$ cat src/rtl/pipeline_pkg.sv
// Shared pipeline definitions: hazard FSM state encoding, MDU latency default
// and counter widths.
package pipeline_pkg;

  typedef enum logic {
    RUN      = 1'b0,
    MDU_WAIT = 1'b1
  } hazard_state_t;

  localparam int MDU_LATENCY_DEFAULT = 4;
  localparam int MDU_CNT_W           = 4;
  localparam int STAT_CNT_W          = 16;

endpackage : pipeline_pkg

$ cat src/rtl/sat_counter.sv
// Up-counter that sticks at all-ones instead of wrapping.
module sat_counter
  import pipeline_pkg::*;
#(
  parameter int WIDTH = STAT_CNT_W
) (
  input  logic             clk,
  input  logic             rst_n,
  input  logic             en,
  output logic [WIDTH-1:0] count
);

  // NOTE: sequential state uses non-blocking assignments so every register
  // samples pre-edge values regardless of process evaluation order.
  always_ff @(posedge clk or negedge rst_n) begin
    if (!rst_n) begin
      count <= '0;
    end else if (en && (count != '1)) begin
      count <= count + WIDTH'(1);
    end
  end

endmodule : sat_counter

$ cat src/rtl/hazard_unit.sv
// Pipeline hazard unit: dmem stall, multi-cycle MDU hold, branch flush, load-use stall.
// Optional statistics counters enabled by defining HAZARD_STATS_EN.
module hazard_unit
  import pipeline_pkg::*;
#(
  parameter int MDU_LATENCY = MDU_LATENCY_DEFAULT
) (
  input  logic                  clk,
  input  logic                  rst_n,
  input  logic                  id_ex_memread,
  input  logic [4:0]            id_ex_registerrt,
  input  logic [4:0]            if_id_registerrs,
  input  logic [4:0]            if_id_registerrt,
  input  logic                  id_ex_mdu_start,
  input  logic                  branch_taken,
  input  logic                  dmem_busy,
  output logic                  pc_write,
  output logic                  if_id_write,
  output logic                  id_ex_write,
  output logic                  ex_mem_write,
  output logic                  if_id_flush,
  output logic                  id_ex_flush,
  output logic                  ex_mem_flush,
  output logic                  mem_wb_flush,
  output logic [STAT_CNT_W-1:0] stall_cnt,
  output logic [STAT_CNT_W-1:0] flush_cnt
);

  hazard_state_t          state_q, state_d;
  logic [MDU_CNT_W-1:0]   mdu_cnt_q, mdu_cnt_d;
  logic                   load_use;

  assign load_use = id_ex_memread && (id_ex_registerrt != 5'd0) &&
                    ((id_ex_registerrt == if_id_registerrs) ||
                     (id_ex_registerrt == if_id_registerrt));

  always_ff @(posedge clk or negedge rst_n) begin
    if (!rst_n) begin
      state_q   <= RUN;
      mdu_cnt_q <= '0;
    end else begin
      state_q   <= state_d;
      mdu_cnt_q <= mdu_cnt_d;
    end
  end

  // NOTE: every output and next-state signal gets a default first so no path
  // through the priority chain leaves a latch behind.
  always_comb begin
    pc_write     = 1'b1;
    if_id_write  = 1'b1;
    id_ex_write  = 1'b1;
    ex_mem_write = 1'b1;
    if_id_flush  = 1'b0;
    id_ex_flush  = 1'b0;
    ex_mem_flush = 1'b0;
    mem_wb_flush = 1'b0;
    state_d      = state_q;
    mdu_cnt_d    = mdu_cnt_q;

    // Reset gates the outputs so an aborted MDU hold never leaks out.
    if (!rst_n) begin
      state_d = RUN;
    end else if (dmem_busy) begin
      pc_write     = 1'b0;
      if_id_write  = 1'b0;
      id_ex_write  = 1'b0;
      ex_mem_write = 1'b0;
      mem_wb_flush = 1'b1;
    end else if (state_q == MDU_WAIT) begin
      if (mdu_cnt_q != '0) begin
        pc_write     = 1'b0;
        if_id_write  = 1'b0;
        id_ex_write  = 1'b0;
        ex_mem_flush = 1'b1;
        mdu_cnt_d    = mdu_cnt_q - MDU_CNT_W'(1);
      end else begin
        // Release cycle: defaults only, a new MDU start is not accepted here.
        state_d = RUN;
      end
    end else if (id_ex_mdu_start) begin
      pc_write     = 1'b0;
      if_id_write  = 1'b0;
      id_ex_write  = 1'b0;
      ex_mem_flush = 1'b1;
      mdu_cnt_d    = MDU_CNT_W'(MDU_LATENCY - 1);
      state_d      = MDU_WAIT;
    end else if (branch_taken) begin
      if_id_flush = 1'b1;
      id_ex_flush = 1'b1;
    end else if (load_use) begin
      pc_write    = 1'b0;
      if_id_write = 1'b0;
      id_ex_flush = 1'b1;
    end
  end

`ifdef HAZARD_STATS_EN
  sat_counter #(.WIDTH(STAT_CNT_W)) u_stall_cnt (
    .clk   (clk),
    .rst_n (rst_n),
    .en    (!pc_write),
    .count (stall_cnt)
  );

  sat_counter #(.WIDTH(STAT_CNT_W)) u_flush_cnt (
    .clk   (clk),
    .rst_n (rst_n),
    .en    (if_id_flush),
    .count (flush_cnt)
  );
`else
  assign stall_cnt = '0;
  assign flush_cnt = '0;
`endif

endmodule : hazard_unit

$ cat config.mk
export PLATFORM = sky130hd
export DESIGN_NAME = hazard_unit
export DESIGN_NICKNAME = d
export VERILOG_FILES = /design/src/rtl/pipeline_pkg.sv /design/src/rtl/sat_counter.sv /design/src/rtl/hazard_unit.sv
export SDC_FILE = /design/constraint.sdc
export NUM_CORES = 1
export LEC_CHECK = 0
export ABC_AREA = 1
export CAP_MARGIN = 10
export CORE_MARGIN = 4
export CORE_UTILIZATION = 30
export CTS_BUF_LIST = sky130_fd_sc_hd__clkbuf_8 sky130_fd_sc_hd__clkbuf_16
export CTS_CLUSTER_SIZE = 20
export DETAILED_ROUTE_END_ITERATION = 12
export GPL_ROUTABILITY_DRIVEN = 0
export PLACE_DENSITY = 0.76
export SYNTH_ARGS = -nofsm -noshare
export SYNTH_HDL_FRONTEND = slang
export SYNTH_SLANG_ARGS = --single-unit
$ cat constraint.sdc
create_clock -name clk -period 1.5 [get_ports clk]
set_input_delay 0.3 -clock clk [delete_from_list [all_inputs] [get_ports clk]]
set_output_delay 0.3 -clock clk [all_outputs]
set_load 0.02 [all_outputs]
# Word-level counts from Yosys, hierarchy flattened
# Index checks and enable logic that the tools add are counted.
# word_totals
in_bits	21
ff_bits	5
word_cells	51
output_inout_bits	40
# op_classes
n_eq_ne	4
n_reduce_logical	7
addsub	1
n_bitwise	1
mux	36
# op_table
cell	count
two-way mux 1 bit	33
two-way mux 4 bit	3
equality test 5 bit	2
nonzero test 5 bit	1
AND reduction 4 bit	1
nonzero test 4 bit	1
subtractor 4 x 1 -> 4 bit, second input constant	1
logical AND 1 bit	2
inequality test 2 x 1 -> 1 bit, second input constant	1
inequality test 2 bit, second input constant	1
nonzero test 2 bit	1
logical OR 1 bit	1
inverter 1 bit	1

# Depth between registers and ports, before layout
# Gate-level depths: netlist of the first run.
# logic_depth
ltp_word	9
ltp_mapped	10

# Worst setup path before layout of the first run
# OpenSTA, ideal clock, no wires.
# synth_timing
kind	flip-flop to output port
from	register mdu_cnt_q[0]
to	output port pc_write
path_buffers	1
arrival_time_ns	1.614
slack_ns	-0.414
path_stages_with_launch	10
t_required_ns	1.200
path_cell_list	dfrtp_1 > inv_1 > ha_1 > nand3_1 > nand2_2 > nor2_4 > nor2_1 > nand2_1 > inv_1 > buf_4
# synth_via
elab_chain_cells	5
# synth_rtl
element	line	text
start, declared	hazard_unit.sv:30	logic [MDU_CNT_W-1:0] mdu_cnt_q, mdu_cnt_d;
start signal, assigned	hazard_unit.sv:43	mdu_cnt_q <= mdu_cnt_d;
nonzero test 4 bit	hazard_unit.sv:71	if (mdu_cnt_q != '0) begin
two-way mux 1 bit (4 in series)	n/a	
end, declared	hazard_unit.sv:17	output logic pc_write,
# No other way between the ends.

# Final worst setup path of the first run
# layout_timing
from	register mdu_cnt_q[1]
to	output port pc_write
# layout_via
elab_chain_cells	5
# layout_rtl
element	line	text
nonzero test 4 bit	hazard_unit.sv:71	
two-way mux 1 bit	hazard_unit.sv:71	
two-way mux 1 bit	hazard_unit.sv:70	end else if (state_q == MDU_WAIT) begin
two-way mux 1 bit	hazard_unit.sv:64	end else if (dmem_busy) begin
two-way mux 1 bit	hazard_unit.sv:62	if (!rst_n) begin
# No other way between the ends.

==> metrics.txt, run 1 <==
pin count of the biggest net entering global routing 7; Synth area leaders buf_4, nand2_1, dfrtp_1; fin worst setup slack -0.160 ns; hold buffer count at CTS 0; Post-synth top flop dfrtp_1; endpoints failing setup 6; crit path time final 1.66 ns; DRT iter0 DRCs 13; global-route wire length before repair 2.89 mm; power density over the cells 697 nW/um^2; H-tree Lvls 1; Die Span Y 59.8 um; average size of a mapped cell 6.15 um^2; sequential element share of the synthesized area 15.5%; Max Fanout on Critical Path 2; fin. max-slew vios 0; TritonCTS clock tree built; critical path class reg -> out; FMAX 602 MHz; Yosys top cell area share 30.7%; vias per std cell 3.84; WHS 0.0533 ns; overall via count from detail_route 788; Synth-to-Final Area Change 44.9%; fin crit share 111%; DR pass1 iterations 4; ratio of cells with drive above 1 in the final layout 29.1%; Final Hold Viols 0; Required @ worst endpoint 1.20 ns; Post-Synth Adder-Cell Area 3.11%; Tot GR Track Use 10.9%; Clock Latency Late Sink 0.23 ns; die area 3580 um^2; effective utilization at floorplan 31.9%; clk slew on worst S/H paths 0.04 ns; status finished, violations left; count leader, synth nand2_1; RSZ-0062 raised after global routing yes; Worst Hold Class in -> async; wire per inst 9.37 um; Die X 59.8 um; Clock Skew 0.000526 ns; total gr overflow 0; Tot Pwr 0.814 mW; EDFF count, synth 0; CP Launch Type flop; Synth Area in Compound Gates 5.28%; clk buf depth 2; area leader, netlist buf_4; Leak Pwr 0.690 nW; top post-synthesis cells by count nand2_1, buf_4, inv_1; worst vdd ir 0.000291 V; Gate Count Post-Synth 131; Routed Antenna Nets 0; max-cap violations 0; Clock Sinks 5; largest family of logic cells by synthesized area buffers and inverters; # IOs 61; Core Box Area 2520 um^2; WL final 1.92 mm; hpwl dp 1.62 mm; synth unique cells 20; antenna violations before repair 0; Placement Rows 18; vias in the first global route 716; n_diodes 0; mux cell area share after synthesis 0%; endpoint type of the worst setup path output port; failing checks negative setup slack; xor/xnor share of the synthesized area 2.17%; flops & latches, synth 5; final layout net count 199; Yosys Warn Count 0; root buf cell clkbuf_8; Num CTS Buffers 3; I/O Buffers 28; Synth Area in Simple Gates 32.3%; Async SR Flop Fraction 100%; worst path arrival time 1.36 ns; DR DRC count 0; # fillers 260; Synth Cell Area 806 um^2
-- flip-flops by register name, summed over array words and instances, names as in the netlist --
register / flops
mdu_cnt_q: 4
state_q: 1
-- cell type report --
| cell class | instances | area [um^2] | area share [%] |
|---|---|---|---|
| clock inverters | 1 | 3.75 | 0.322 |
| clock buffers | 3 | 41.3 | 3.54 |
| flip-flops and latches | 5 | 126 | 10.8 |
| well taps | 30 | 37.5 | 3.22 |
| inverters | 21 | 83.8 | 7.18 |
| repair buffers | 42 | 348 | 29.8 |
| multi-input cells | 103 | 527 | 45.1 |
-- where the power goes --
part           internal [mW]  switching (mW)  total [mW]
logic                  0.164           0.231       0.395
registers              0.155          0.0154       0.171
clock network          0.176          0.0726       0.249
total                  0.495           0.319       0.814
-- what timing repair did --
action	CTS	global route
pin swaps	17	5
setup buffers	1	0
setup endpoints to repair	8	6
gates resized for setup	70	8
-- cells in the final DEF, fill, tap and decap left out, types with 2 or more instances in the layout --
cell,instances
nand2_1,33
conb_1,32
inv_1,16
buf_4,15
dlygate4sd2_1,12
nor2_1,9
inv_2,5
nand3_1,4
dfrtp_1,4
buf_6,4
nor2_4,3
nand3_2,3
nand2_2,3
clkbuf_8,3
clkdlybuf4s50_1,3
clkdlybuf4s15_1,3
buf_2,3
o21ai_1,2
o21ai_2,2
clkbuf_2,2
-- final timing paths --
path	startpoint	slack, ns	endpoint	depth (start not counted)
setup / recovery	mdu_cnt_q[1]	-0.16	pc_write	9
hold / removal	rst_n	0.05	mdu_cnt_q[3]	1
setup reg to reg	mdu_cnt_q[1]	0.12	mdu_cnt_q[2]	7
hold reg to reg	mdu_cnt_q[0]	0.56	mdu_cnt_q[0]	3
max in group asynchronous	rst_n	1.11	state_q	2
min in group clk	mdu_cnt_q[0]	0.56	mdu_cnt_q[0]	3
-- metal layers --
metal | part of all wire (%) | track usage [%] | vias to the layer above
met4 | 2.9 | 7.59 | 0
met1 | 37 | 11.5 | 339
met2 | 52 | 19.8 | 30
met5 | 0 | 0 | -
li1 | - | - | 414
met3 | 7.7 | 1.08 | 5
-- logic make-up after synthesis --
group,count (synthesis)
xor gates and xnor gates,2
AOI/OAI and AO/OA,7
DFF,5
other,1
and+or+nand+nor,60
adders and majority gates,2
buffers and inverters,54
-- critical path: stages (launching register included) --
cell and delay, ns:
dfrtp_1 0.35, inv_2 0.06, ha_4 0.15, nand3_2 0.06, nand2_2 0.08, nor2_4 0.18, nor2_4 0.04, nand2_2 0.05
inv_2 0.04, buf_6 0.12
-- metrics by stage --
| stage | cells | util (%) | setup slack (ns) | cell area [um^2] | setup TNS (ns) |
|---|---|---|---|---|---|
| CTS | 205 | 46.3 | -0.167 | 1170 | -0.726 |
| detailed placement | 200 | 44.2 | -0.904 | 1110 | -6.36 |
| floorplan | 162 | - | -0.119 | 951 | -0.119 |
| finish | 205 | 46.3 | -0.160 | 1170 | -0.723 |
| global placement | 200 | 44.2 | -0.858 | 1110 | -6.47 |
| global route | 205 | 46.3 | -0.258 | 1170 | -1.24 |
No activity file was read; power rests on OpenSTA's default activity.
==> run 2, diff against run 1 <==
--- a/config.mk
+++ b/config.mk
@@ -7,6 +7,7 @@
 export LEC_CHECK = 0
 export ABC_AREA = 1
 export CAP_MARGIN = 10
+export CORE_ASPECT_RATIO = 1.4
 export CORE_MARGIN = 4
 export CORE_UTILIZATION = 30
 export CTS_BUF_LIST = sky130_fd_sc_hd__clkbuf_8 sky130_fd_sc_hd__clkbuf_16
@@ -14,6 +15,7 @@
 export DETAILED_ROUTE_END_ITERATION = 12
 export GPL_ROUTABILITY_DRIVEN = 0
 export PLACE_DENSITY = 0.76
+export SLEW_MARGIN = 20
 export SYNTH_ARGS = -nofsm -noshare
 export SYNTH_HDL_FRONTEND = slang
 export SYNTH_SLANG_ARGS = --single-unit
==> run 2 against run 1 <==
Compared with the run above:
- the flow still finishes with violations (negative setup slack)
- fmax decreased by 0.79%
- global-route usage down 0.68 points
- largest power group unchanged
- sequential share of layout area decreased by 0.29 points
- combinational power increased by 5.3%
- register-to-register slack improved by 0.05 ns
- cell area grew 2.8%
- sequential power about the same
- clock power is 6% lower
- cell count up 3.9%
- die area grew 0.33%
- worst setup slack worse by 0.013 ns
- highest routed layer unchanged
- largest cell class unchanged
- non-clock buffer count increased by 2
==> metrics.txt, run 2 (synthesis results as in run 1) <==
clk buf depth 2; Final Hold Viols 0; overall via count from detail_route 809; I/O Buffers 28; Placement Rows 22; DRT iter0 DRCs 8; critical path class reg -> out; Leak Pwr 0.719 nW; RSZ-0062 raised after global routing yes; crit path time final 1.67 ns; fin. max-slew vios 0; H-tree Lvls 1; endpoints failing setup 5; # IOs 61; vias in the first global route 740; crit-path cells inv_2 > ha_4 > nand3_4 > nand2_4 > nor2_4 > nor2_4 > buf_4 > buf_6; reg2reg end mdu_cnt_q[1]; Top Registers mdu_cnt_q x4, state_q x1; max-cap violations 0; pin count of the biggest net entering global routing 8; worst vdd ir 0.000559 V; endpoint type of the worst setup path output port; final layout net count 201; status finished, violations left; power density over the cells 683 nW/um^2; setup TNS -0.741 ns; die area 3590 um^2; Tot Pwr 0.820 mW; Clock Skew 0.00194 ns; hpwl dp 1.67 mm; Largest register FFs 4; Layout Utilization 46.4%; global-route wire length before repair 2.88 mm; Clock Latency Late Sink 0.21 ns; Design Area, Final 1200 um^2; total gr overflow 0; ratio of cells with drive above 1 in the final layout 36.7%; DR pass1 iterations 2; r2r startpoint mdu_cnt_q[1]; fin crit share 112%; Synth-to-Final Area Change 48.9%; failing checks negative setup slack; worst path arrival time 1.37 ns; FMAX 598 MHz; WL final 1.89 mm; wire per inst 8.88 um; Routed Antenna Nets 0; WHS 0.0965 ns; n_diodes 0; Worst Hold Class in -> async; antenna violations before repair 0; CP max-delay cell dfrtp_1; clk slew on worst S/H paths 0.04 ns; vias per std cell 3.80; Die Span Y 69.3 um; reg2reg path depth 10; Clock Sinks 5; placed cell area 1130 um^2; most frequent cells in the layout nand2_1, conb_1, buf_4; Num CTS Buffers 3; fin worst setup slack -0.174 ns; DR DRC count 0; Die X 51.8 um; CP peak stage delay 0.35 ns; Reg with most FFs mdu_cnt_q; root buf cell clkbuf_8; flop-to-flop setup slack 0.17 ns; TritonCTS clock tree built; hold buffer count at CTS 0; Core Box Area 2590 um^2; Tot GR Track Use 10.2%; most frequent CP cell nor2_4; effective utilization at floorplan 31.1%; CP Launch Type flop; Max Fanout on Critical Path 2; Required @ worst endpoint 1.20 ns
-- run 2: layout make-up --
class,count,area (um^2)
Sequential cell,5,126
Inverter,21,83.8
Tap cell,36,45.0
Clock inverter,1,3.75
Clock buffer,3,41.3
Timing Repair Buffer,44,360
Multi-Input combinational cell,103,539
Fill cell,299,1390
-- run 2: through the flow --
step / instances / setup slack [ns]
5_1_grt: 213 / -0.251
6_report: 213 / -0.174
4_1_cts: 213 / -0.178
3_5_place_dp: 207 / -0.854
3_3_place_gp: 207 / -0.848
2_1_floorplan: 162 / -0.119
-- run 2: worst max-delay path by stage --
stage | depth (start not counted) | startpoint | slack, ns | end
after floorplan | 9 | mdu_cnt_q[0] | -0.12 | pc_write
after global placement | 10 | id_ex_registerrt[2] | -0.85 | id_ex_flush
after detailed placement | 10 | id_ex_registerrt[2] | -0.85 | id_ex_flush
after CTS | 9 | mdu_cnt_q[1] | -0.18 | pc_write
after global routing | 8 | mdu_cnt_q[0] | -0.25 | id_ex_write
final | 8 | mdu_cnt_q[1] | -0.17 | id_ex_write
-- run 2: layer usage --
layer / GRT usage [%] / routed length, um / up-vias / share of wire (%)
li1: - / - / 418 / -
met2: 19.5 / 976 / 44 / 52
met1: 9.99 / 691 / 345 / 37
met5: 0 / 0 / - / 0
met4: 3.79 / 14 / 0 / 0.74
met3: 2.37 / 210 / 2 / 11
-- run 2: critical path, delay by kind of cell (launching register included) --
family	cells	cell delay, ns
buf+inv	3	0.31
fa+ha+maj	1	0.16
flops	1	0.35
simple gates	4	0.34
-- run 2: power breakdown --
group | leakage, nW | total [mW] | switching [mW] | internal [mW]
Combinational | 0.630 | 0.416 | 0.238 | 0.179
Clock | 0.0269 | 0.233 | 0.0587 | 0.175
Sequential | 0.0625 | 0.170 | 0.0148 | 0.155
Total | 0.719 | 0.820 | 0.311 | 0.509
-- run 2: what timing repair did --
action | in CTS | in global routing
resized for setup | 60 | 54
setup endpoints to repair | 8 | 7
pin swaps | 13 | 24
buffers inserted | 2 | 0
